## src/rtl/mem_access_unit_if.sv

```systemverilog
// mem_access_unit_if -- signal bundle between a requester (CPU load/store
// stage), the mem_access_unit, and the data memory it drives.
//   Request side : start, mem_write, data_type, funct3, addr, wdata
//   Status side  : busy, done, err, rdata
//   Memory side  : mem_req, mem_we, mem_addr, mem_be, mem_wdata,
//                  mem_ack, mem_rdata
// The slave modport is the unit itself; master is everything around it.
interface mem_access_unit_if;
   logic        start;
   logic        mem_write;
   logic [1:0]  data_type;
   logic [2:0]  funct3;
   logic [31:0] addr;
   logic [31:0] wdata;
   logic        busy;
   logic        done;
   logic        err;
   logic [31:0] rdata;
   logic        mem_req;
   logic        mem_we;
   logic [31:0] mem_addr;
   logic [3:0]  mem_be;
   logic [31:0] mem_wdata;
   logic        mem_ack;
   logic [31:0] mem_rdata;

   modport slave (
      input  start, mem_write, data_type, funct3, addr, wdata, mem_ack, mem_rdata,
      output busy, done, err, rdata, mem_req, mem_we, mem_addr, mem_be, mem_wdata
   );

   modport master (
      output start, mem_write, data_type, funct3, addr, wdata, mem_ack, mem_rdata,
      input  busy, done, err, rdata, mem_req, mem_we, mem_addr, mem_be, mem_wdata
   );
endinterface

```

## src/rtl/mem_access_unit.sv

```systemverilog
// mem_access_unit -- single-outstanding load/store unit between a RISC-V style
// execute stage and a word-wide data memory with a req/ack handshake.
//   clk  : sole clock, rising edge
//   rst  : asynchronous, active-high reset
//   bus  : mem_access_unit_if.slave (request, status and memory signals)
// Parameter ACK_TIMEOUT (2..255): REQ cycles to wait for mem_ack before
// giving up with err.
// Flow: IDLE --start--> REQ --ack/timeout--> DONE --> IDLE, or
//       IDLE --start(illegal/misaligned)--> DONE (err) --> IDLE.
module mem_access_unit #(
   parameter int ACK_TIMEOUT = 16
) (
   input logic              clk,
   input logic              rst,
   mem_access_unit_if.slave bus
);

   typedef enum logic [1:0] {IDLE, REQ, DONE} state_t;

   // Last REQ cycle index before timeout (counter starts at 0 on entry).
   localparam logic [7:0] TO_LAST = 8'(ACK_TIMEOUT - 1);

   state_t      state, state_nxt;
   logic        we_q;
   logic [2:0]  f3_q;
   logic [1:0]  off_q;
   logic [31:0] mem_addr_q;
   logic [3:0]  be_q;
   logic [31:0] wdata_q;
   logic [31:0] rdata_q;
   logic        err_q;
   logic [7:0]  cnt;

   logic        legal, aligned;
   logic [3:0]  be_new;
   logic [31:0] wdata_new;
   logic [31:0] shifted, load_val;
   logic        timeout;

   // ---- request decode (only meaningful while IDLE) ----
   always_comb begin
      legal = 1'b0;
      case (bus.data_type)
         2'b00: legal = (bus.funct3 == 3'b010);
         2'b01: begin
            case (bus.funct3)
               3'b000, 3'b001: legal = 1'b1;
               3'b100, 3'b101: legal = !bus.mem_write;   // BU/HU are load-only
               default:        legal = 1'b0;
            endcase
         end
         default: legal = 1'b0;
      endcase

      // funct3[1:0] encodes access size: 00 byte, 01 half, 10 word
      case (bus.funct3[1:0])
         2'b10:   aligned = (bus.addr[1:0] == 2'b00);
         2'b01:   aligned = !bus.addr[0];
         default: aligned = 1'b1;
      endcase

      case (bus.funct3[1:0])
         2'b10: begin
            be_new    = 4'b1111;
            wdata_new = bus.wdata;
         end
         2'b01: begin
            be_new    = bus.addr[1] ? 4'b1100 : 4'b0011;
            wdata_new = {2{bus.wdata[15:0]}};
         end
         default: begin
            be_new    = 4'b0001 << bus.addr[1:0];
            wdata_new = {4{bus.wdata[7:0]}};
         end
      endcase
   end

   // ---- load extraction: move the addressed lane to bit 0, then extend ----
   always_comb begin
      shifted = bus.mem_rdata >> {off_q, 3'b000};
      case (f3_q[1:0])
         2'b00:   load_val = {{24{!f3_q[2] & shifted[7]}},  shifted[7:0]};
         2'b01:   load_val = {{16{!f3_q[2] & shifted[15]}}, shifted[15:0]};
         default: load_val = bus.mem_rdata;
      endcase
   end

   // Ack wins over timeout in the final cycle.
   assign timeout = !bus.mem_ack && (cnt == TO_LAST);

   // ---- FSM ----
   always_ff @(posedge clk or posedge rst) begin
      if (rst) state <= IDLE;
      else     state <= state_nxt;
   end

   always_comb begin
      state_nxt = state;
      case (state)
         IDLE: if (bus.start) state_nxt = (legal && aligned) ? REQ : DONE;
         REQ:  if (bus.mem_ack || timeout) state_nxt = DONE;
         DONE: state_nxt = IDLE;
         default: state_nxt = IDLE;
      endcase
   end

   // ---- datapath registers ----
   always_ff @(posedge clk or posedge rst) begin
      if (rst) begin
         we_q       <= 1'b0;
         f3_q       <= 3'b000;
         off_q      <= 2'b00;
         mem_addr_q <= 32'h0;
         be_q       <= 4'b0000;
         wdata_q    <= 32'h0;
         rdata_q    <= 32'h0;
         err_q      <= 1'b0;
         cnt        <= 8'h0;
      end else begin
         case (state)
            IDLE: begin
               if (bus.start) begin
                  if (legal && aligned) begin
                     we_q       <= bus.mem_write;
                     f3_q       <= bus.funct3;
                     off_q      <= bus.addr[1:0];
                     mem_addr_q <= {bus.addr[31:2], 2'b00};
                     be_q       <= be_new;
                     wdata_q    <= wdata_new;
                     err_q      <= 1'b0;
                     cnt        <= 8'h0;
                  end else begin
                     err_q <= 1'b1;
                  end
               end
            end
            REQ: begin
               if (bus.mem_ack) begin
                  err_q <= 1'b0;
                  if (!we_q) rdata_q <= load_val;
               end else if (timeout) begin
                  err_q <= 1'b1;
               end else begin
                  cnt <= cnt + 8'd1;
               end
            end
            default: ;
         endcase
      end
   end

   // Request-phase outputs decode straight from state so an async reset
   // drops mem_req/mem_we/mem_be without waiting for an edge.
   assign bus.busy      = (state != IDLE);
   assign bus.done      = (state == DONE);
   assign bus.err       = (state == DONE) && err_q;
   assign bus.mem_req   = (state == REQ);
   assign bus.mem_we    = (state == REQ) && we_q;
   assign bus.mem_be    = (state == REQ) ? be_q : 4'b0000;
   assign bus.mem_addr  = mem_addr_q;
   assign bus.mem_wdata = wdata_q;
   assign bus.rdata     = rdata_q;

endmodule
```

## src/flat_wrapper.sv

```systemverilog
// flat-port wrapper written by rule: the top's interface ports become plain ports
module mem_access_unit_flat 
#(
   parameter int ACK_TIMEOUT = 16
)
  (clk, rst, bus_start, bus_mem_write, bus_data_type, bus_funct3, bus_addr, bus_wdata, bus_mem_ack, bus_mem_rdata, bus_busy, bus_done, bus_err, bus_rdata, bus_mem_req, bus_mem_we, bus_mem_addr, bus_mem_be, bus_mem_wdata);
  mem_access_unit_if bus_i ();
  input logic clk;
  input logic rst;
  input wire logic [$bits(bus_i.start)-1:0] bus_start;
  input wire logic [$bits(bus_i.mem_write)-1:0] bus_mem_write;
  input wire logic [$bits(bus_i.data_type)-1:0] bus_data_type;
  input wire logic [$bits(bus_i.funct3)-1:0] bus_funct3;
  input wire logic [$bits(bus_i.addr)-1:0] bus_addr;
  input wire logic [$bits(bus_i.wdata)-1:0] bus_wdata;
  input wire logic [$bits(bus_i.mem_ack)-1:0] bus_mem_ack;
  input wire logic [$bits(bus_i.mem_rdata)-1:0] bus_mem_rdata;
  output wire logic [$bits(bus_i.busy)-1:0] bus_busy;
  output wire logic [$bits(bus_i.done)-1:0] bus_done;
  output wire logic [$bits(bus_i.err)-1:0] bus_err;
  output wire logic [$bits(bus_i.rdata)-1:0] bus_rdata;
  output wire logic [$bits(bus_i.mem_req)-1:0] bus_mem_req;
  output wire logic [$bits(bus_i.mem_we)-1:0] bus_mem_we;
  output wire logic [$bits(bus_i.mem_addr)-1:0] bus_mem_addr;
  output wire logic [$bits(bus_i.mem_be)-1:0] bus_mem_be;
  output wire logic [$bits(bus_i.mem_wdata)-1:0] bus_mem_wdata;
  assign bus_i.start = bus_start;
  assign bus_i.mem_write = bus_mem_write;
  assign bus_i.data_type = bus_data_type;
  assign bus_i.funct3 = bus_funct3;
  assign bus_i.addr = bus_addr;
  assign bus_i.wdata = bus_wdata;
  assign bus_i.mem_ack = bus_mem_ack;
  assign bus_i.mem_rdata = bus_mem_rdata;
  assign bus_busy = bus_i.busy;
  assign bus_done = bus_i.done;
  assign bus_err = bus_i.err;
  assign bus_rdata = bus_i.rdata;
  assign bus_mem_req = bus_i.mem_req;
  assign bus_mem_we = bus_i.mem_we;
  assign bus_mem_addr = bus_i.mem_addr;
  assign bus_mem_be = bus_i.mem_be;
  assign bus_mem_wdata = bus_i.mem_wdata;
  mem_access_unit #(.ACK_TIMEOUT(ACK_TIMEOUT)) u_core (.clk(clk), .rst(rst), .bus(bus_i));
endmodule
```

## config.mk

```make
export PLATFORM = sky130hd
export DESIGN_NAME = mem_access_unit_flat
export DESIGN_NICKNAME = d
export VERILOG_FILES = /design/src/rtl/mem_access_unit_if.sv /design/src/rtl/mem_access_unit.sv /design/src/flat_wrapper.sv
export SDC_FILE = /design/constraint.sdc
export NUM_CORES = 1
export LEC_CHECK = 0
export CORE_MARGIN = 3
export CORE_UTILIZATION = 48
export CTS_CLUSTER_DIAMETER = 30
export DETAILED_ROUTE_END_ITERATION = 12
export HOLD_SLACK_MARGIN = 0.08
export MAX_ROUTING_LAYER = met4
export PLACE_DENSITY = 0.95
export SLEW_MARGIN = 25
export SYNTH_ARGS = -nofsm -noshare
export SYNTH_HDL_FRONTEND = slang
export SYNTH_SLANG_ARGS = --single-unit
```

## constraint.sdc

```tcl
create_clock -name clk -period 8.1 [get_ports clk]
set_input_delay 1.215 -clock clk [delete_from_list [all_inputs] [get_ports clk]]
set_output_delay 1.215 -clock clk [all_outputs]
set_load 0.1 [all_outputs]
```

==> results of run 1 <==
-- how the worst max path moves through the flow --
stage                                start                                   to  slack (ns)
2_1_floorplan                          rst           u_core.be_q[0]$_DFFE_PP0P_        3.84
3_3_place_gp                 bus_funct3[1]  u_core.bus.mem_addr[25]$_DFFE_PP0P_        3.47
3_5_place_dp                 bus_funct3[0]              u_core.we_q$_DFFE_PP0P_        4.15
4_1_cts        u_core.state[0]$_DFFE_PP0P_                        bus_mem_be[2]        4.00
5_1_grt        u_core.state[0]$_DFFE_PP0P_                        bus_mem_be[2]        3.85
6_report       u_core.state[0]$_DFFE_PP0P_                        bus_mem_be[0]        4.00
-- stage by stage --
step / worst slack, ns / cells / cell area [um2] / util (%) / hold WS (ns)
6_report: 4.000 / 892 / 8283 / 75.42 / 0.4816
3_5_place_dp: 4.152 / 860 / 7639 / 69.55 / 0.4726
4_1_cts: 4.000 / 892 / 8283 / 75.42 / 0.4840
2_1_floorplan: 3.841 / 543 / 5466 / - / 0.4418
5_1_grt: 3.852 / 892 / 8283 / 75.42 / 0.5107
3_3_place_gp: 3.467 / 858 / 7591 / 69.12 / 0.4595
-- worst max-delay path, cell delays in order, from the launching register on --
cell             delay, ns
dfrtp_1               0.42
inv_2                 0.16
nor2_1                0.51
and2_1                0.21
clkdlybuf4s50_1       1.17
-- state kept, by name (all words and copies together), names as in the netlist --
name                  cells
u_core.bus.mem_addr      30
u_core.be_q               4
u_core.f3_q               3
u_core.we_q               1
u_core.bus.mem_wdata     32
u_core.state              2
u_core.off_q              2
u_core.cnt                8
u_core.bus.rdata         32
u_core.err_q              1
-- metal layers --
layer	routed length (um)	up-vias	track usage, %
met5	0	-	-
met4	514	0	11.86
met3	1709	51	8.194
met2	8197	324	44.98
met1	6446	2470	32.53
li1	-	2302	-
-- area by class of cell --
| cell class | instances | area, um2 | area share (%) |
|---|---|---|---|
| sequential | 115 | 2878 | 34.74 |
| multi-input combinational | 379 | 2375 | 28.67 |
| timing repair buffer | 215 | 2167 | 26.16 |
| clock buffer | 23 | 467.9 | 5.650 |
| clock inverter | 9 | 176.4 | 2.130 |
| tap | 140 | 175.2 | 2.115 |
| inverter | 11 | 43.79 | 0.5287 |
-- placed cells by master, fill, tap and decap left out, types with 4 or more instances in the layout --
cell,synthesis,routed
a21oi_1,39,39
clkbuf_1,23,4
inv_1,10,9
ha_1,4,4
mux2_4,10,10
bufinv_16,0,5
a22o_1,8,8
nor2b_1,12,12
mux2_2,29,29
dfrtp_1,115,115
nand2_1,72,72
a211oi_1,5,5
buf_4,3,5
nand2b_1,8,8
o22ai_1,9,9
nand3_1,35,35
a22oi_1,16,16
nor2_1,31,31
clkdlybuf4s50_1,0,208
mux2i_1,18,18
clkbuf_16,0,17
a31oi_1,4,4
and2_1,7,7
o21ai_0,50,50
-- logic make-up after synthesis --
logic type	after synthesis	synth area share, %
compound gates	139	15.12
buf+inv	49	4.100
simple gates	175	14.68
flops	115	52.68
fa+ha+maj	4	0.9162
mux	59	12.44
other cells	1	0.06865
==> flow_metrics.py, run 1 <==
metrics = {
    "status": {
        "status": "complete, no violations",
    },
    "die": {
        "start_util_pct": 49.74,
        "die_w_um": 112.7,
        "io_pins": 211,
        "fp.coreArea_um2": 10980,
        "die_h_um": 112.7,
        "rows": 38,
        "die-area_um2": 12700,
    },
    "setup_path": {
        "cp_max_fo": 14,
        "r2r_start": "u_core.state[1]$_DFFE_PP0P_",
        "crit_type": "flop to primary output",
        "crit_path_end_kind": "primary output",
        "cp-start-kind": "flop",
        "cp.required_ns": 6.88,
        "r2r_slack_ns": 5.64,
        "cp.arrival_ns": 2.89,
        "worst_r2r_endpoint": "u_core.we_q$_DFFE_PP0P_",
        "reg2regPathDepth": 5,
    },
    "yosys": {
        "ys_async_sr_fraction_pct": 100.0,
        "synth-edff-count": 0,
        "ys.flop_type": "dfrtp_1",
        "synthTopCellsByArea": "dfrtp_1 53%, mux2_2 6.0%, nand2_1 4.9%",
        "ys_seq_area_share_pct": 52.68,
        "synth_top_area_share_pct": 52.68,
        "yosysMostFrequentCell": "dfrtp_1",
        "avgSynthCellArea_um2": 10.08,
        "synth_seq_cells": 115,
        "synth_common_cells": "115 x dfrtp_1, 72 x nand2_1, 50 x o21ai_0, 39 x a21oi_1, 35 x nand3_1",
        "yosys_warnings": 0,
        "ys_types": 43,
        "synth_area_um2": 5463,
        "synth_largest_area_cell": "dfrtp_1",
        "synthCells": 542,
    },
    "timing": {
        "fin_setup_tns_ns": 0,
        "hold_violations": 0,
        "relSlewSlack_pct": 30.64,
        "report.final.slew_viol_count": 0,
        "layout_min_cycle_time_ns": 4.100,
        "rsz0062_at_grt": "false",
        "fin_skew_ns": 0.01052,
        "fin_crit_sh_pct": 50.62,
        "setup_viol": 0,
        "fmax_ghz": 0.2439,
        "worst_pin_slew_ns": 1.037,
    },
    "global_routing": {
        "grt_use_total_pct": 27.87,
        "overflow": 0,
        "grt_max_degree": 59,
        "antenna_found_initial": 0,
        "grt_pass1_wl_um": 27300,
        "grt_pass1_vias": 5401,
    },
    "finish": {
        "syn2layout_area_growth_pct": 51.63,
        "diodes": 0,
        "drive_gt1_share_pct": 10.37,
        "nets": 849,
        "n_fill_cell": 700,
    },
    "clocking": {
        "cts_setup_buffers": 0,
        "clockBufferDepth": 2,
        "clock_sinks": 115,
        "ctsHoldBuffers": 0,
        "cts_tree": "built",
        "worstSkewPairLatency_ns": 0.40,
        "path_clk_slew_ns": 0.05,
        "root_buffer": "clkbuf_16",
        "numCtsBuffers": 17,
        "cts_resized": 0,
        "ctsHtreeMaxLevel": 4,
    },
    "placement": {
        "io_buffers": 208,
        "dp.final_hpwl_um": 12010,
        "gp_congestion": 0.8942,
    },
    "routing": {
        "drt_iter0_drc": 486,
        "drc": 0,
        "drtPass1Iterations": 5,
        "totalWireLength_um": 16870,
        "viasPerCell": 5.770,
        "vias": 5147,
        "ant_nets": 0,
        "wl_per_cell_um": 18.91,
    },
    "min_path": {
        "holdPathStages": 2,
        "worstHoldEndpoint": "u_core.be_q[2]$_DFFE_PP0P_",
        "hp-class": "flop to flop",
        "min_from": "u_core.be_q[2]$_DFFE_PP0P_",
    },
    "run": {
        "cap_violations": 0,
    },
}
Power of run 1 is left out: the tool's default activity adds up to more than one toggle a clock period on the data nets, which glitch-free logic cannot reach.
==> run 2: changes to the inputs <==
CORE_UTILIZATION = 40   (was 48)
PLACE_DENSITY = 0.85   (was 0.95)
clock period = 3.4 ns   (was 8.1 ns; I/O delays follow)
==> flow_metrics.py, run 2 (synthesis gave the netlist of run 1 again) <==
metrics = {
    "global_routing": {
        "overflow": 0,
        "grt_max_degree": 91,
        "grt_use_total_pct": 23.53,
        "grt_pass1_wl_um": 26590,
        "antenna_found_initial": 0,
        "grt_pass1_vias": 5287,
    },
    "setup_path": {
        "cp.arrival_ns": 2.80,
        "crit_path_end_kind": "flop",
        "cp-start-kind": "input pin",
        "cp.required_ns": 3.71,
        "r2r_slack_ns": 0.94,
        "endpoint": "u_core.cnt[4]$_DFFE_PP0P_",
        "worst_r2r_endpoint": "u_core.cnt[4]$_DFFE_PP0P_",
        "startpoint": "bus_funct3[0]",
        "cp_max_fo": 8,
        "r2r_start": "u_core.cnt[0]$_DFFE_PP0P_",
        "reg2regPathDepth": 6,
        "crit_type": "input pin to flop",
    },
    "die": {
        "start_util_pct": 41.09,
        "die_w_um": 122.9,
        "fp.coreArea_um2": 13300,
        "die_h_um": 122.9,
        "io_pins": 211,
        "rows": 42,
        "die-area_um2": 15090,
    },
    "routing": {
        "drtPass1Iterations": 5,
        "ant_nets": 0,
        "drt_iter0_drc": 415,
        "drc": 0,
        "viasPerCell": 5.346,
        "totalWireLength_um": 16540,
        "vias": 4977,
        "wl_per_cell_um": 17.76,
    },
    "timing": {
        "fin_setup_tns_ns": 0,
        "fin_skew_ns": 0.009835,
        "setup_viol": 0,
        "rsz0062_at_grt": "false",
        "holdWs_ns": 0.4780,
        "report.final.slew_viol_count": 0,
        "worst_pin_slew_ns": 1.025,
        "fmax_ghz": 0.4020,
        "relSlewSlack_pct": 31.43,
        "fin_crit_sh_pct": 73.16,
        "layout_min_cycle_time_ns": 2.488,
        "hold_violations": 0,
    },
    "clocking": {
        "clockBufferDepth": 2,
        "clock_sinks": 115,
        "ctsHoldBuffers": 0,
        "cts_resized": 0,
        "ctsHtreeMaxLevel": 4,
        "numCtsBuffers": 17,
        "path_clk_slew_ns": 0.06,
        "cts_tree": "built",
        "worstSkewPairLatency_ns": 0.41,
        "cts_setup_buffers": 0,
        "root_buffer": "clkbuf_16",
    },
    "finish": {
        "diodes": 0,
        "syn2layout_area_growth_pct": 52.86,
        "multiInputGateArea_um2": 2380,
        "drive_gt1_share_pct": 12.72,
        "fin_util_pct": 62.81,
        "nets": 852,
        "register_area_um2": 2878,
        "stdcell_area_um2": 8351,
        "mostFrequentLayoutCell": "clkdlybuf4s50_1",
        "most-common-layout-cells": "196 x clkdlybuf4s50_1, 115 x dfrtp_1, 72 x nand2_1",
        "n_fill_cell": 1071,
    },
    "placement": {
        "dpl-instance-area_um2": 7687,
        "dp.final_hpwl_um": 12310,
        "io_buffers": 208,
        "gp_congestion": 0.9332,
    },
    "run": {
        "cap_violations": 0,
    },
    "status": {
        "status": "complete, no violations",
    },
    "min_path": {
        "hp-class": "flop to flop",
    },
}
[run 2: changes by cell type in the layout (fill, tap and decap cells not counted), sizes merged]
cell and change:
clkinv -1, buf +15, clkbuf +1, clkinvlp +1, inv -1, clkdlybuf4s50 -12
[run 2: area by class of cell]
cell class	count	area share (%)
inverters	11	0.5394
repair buffers	218	25.92
clock buffers	24	5.889
multi-input cells	379	28.50
flip-flops and latches	115	34.46
clock inverters	8	2.053
well taps	176	2.637
[run 2: critical path, cell delays in order]
cell and delay [ns]:
clkdlybuf4s50_1 0.43, inv_1 0.11, ha_1 0.20, nor2b_1 0.13, o21ai_0 0.11, a211o_1 0.41, a2111oi_0 0.62, mux2i_1 0.28
[run 2: worst min path at each step]
stage / start / end / cells past startpoint
floorplan: u_core.be_q[0]$_DFFE_PP0P_ / u_core.be_q[0]$_DFFE_PP0P_ / 2
global placement: u_core.be_q[3]$_DFFE_PP0P_ / u_core.be_q[3]$_DFFE_PP0P_ / 2
detailed placement: u_core.be_q[1]$_DFFE_PP0P_ / u_core.be_q[1]$_DFFE_PP0P_ / 2
CTS: u_core.bus.rdata[5]$_DFFE_PP0P_ / u_core.bus.rdata[5]$_DFFE_PP0P_ / 2
global route: u_core.bus.rdata[1]$_DFFE_PP0P_ / u_core.bus.rdata[1]$_DFFE_PP0P_ / 2
finish: u_core.be_q[2]$_DFFE_PP0P_ / u_core.be_q[2]$_DFFE_PP0P_ / 2
[run 2: per-stage QoR]
| step | setup slack [ns] | std cells |
|---|---|---|
| finish | 0.9125 | 931 |
| global route | 0.8345 | 931 |
| CTS | 0.8913 | 931 |
| detailed placement | 0.5106 | 899 |
| global placement | 0.6936 | 899 |
| floorplan | 0.4064 | 543 |
[run 2: layer usage]
layer	GRT usage (%)	wire length, um	vias up
met5	-	0	-
met4	10.22	493	0
met3	7.465	1614	33
met2	38.44	8115	260
met1	26.58	6317	2381
li1	-	-	2303
Power of run 2 is left out for the same reason.
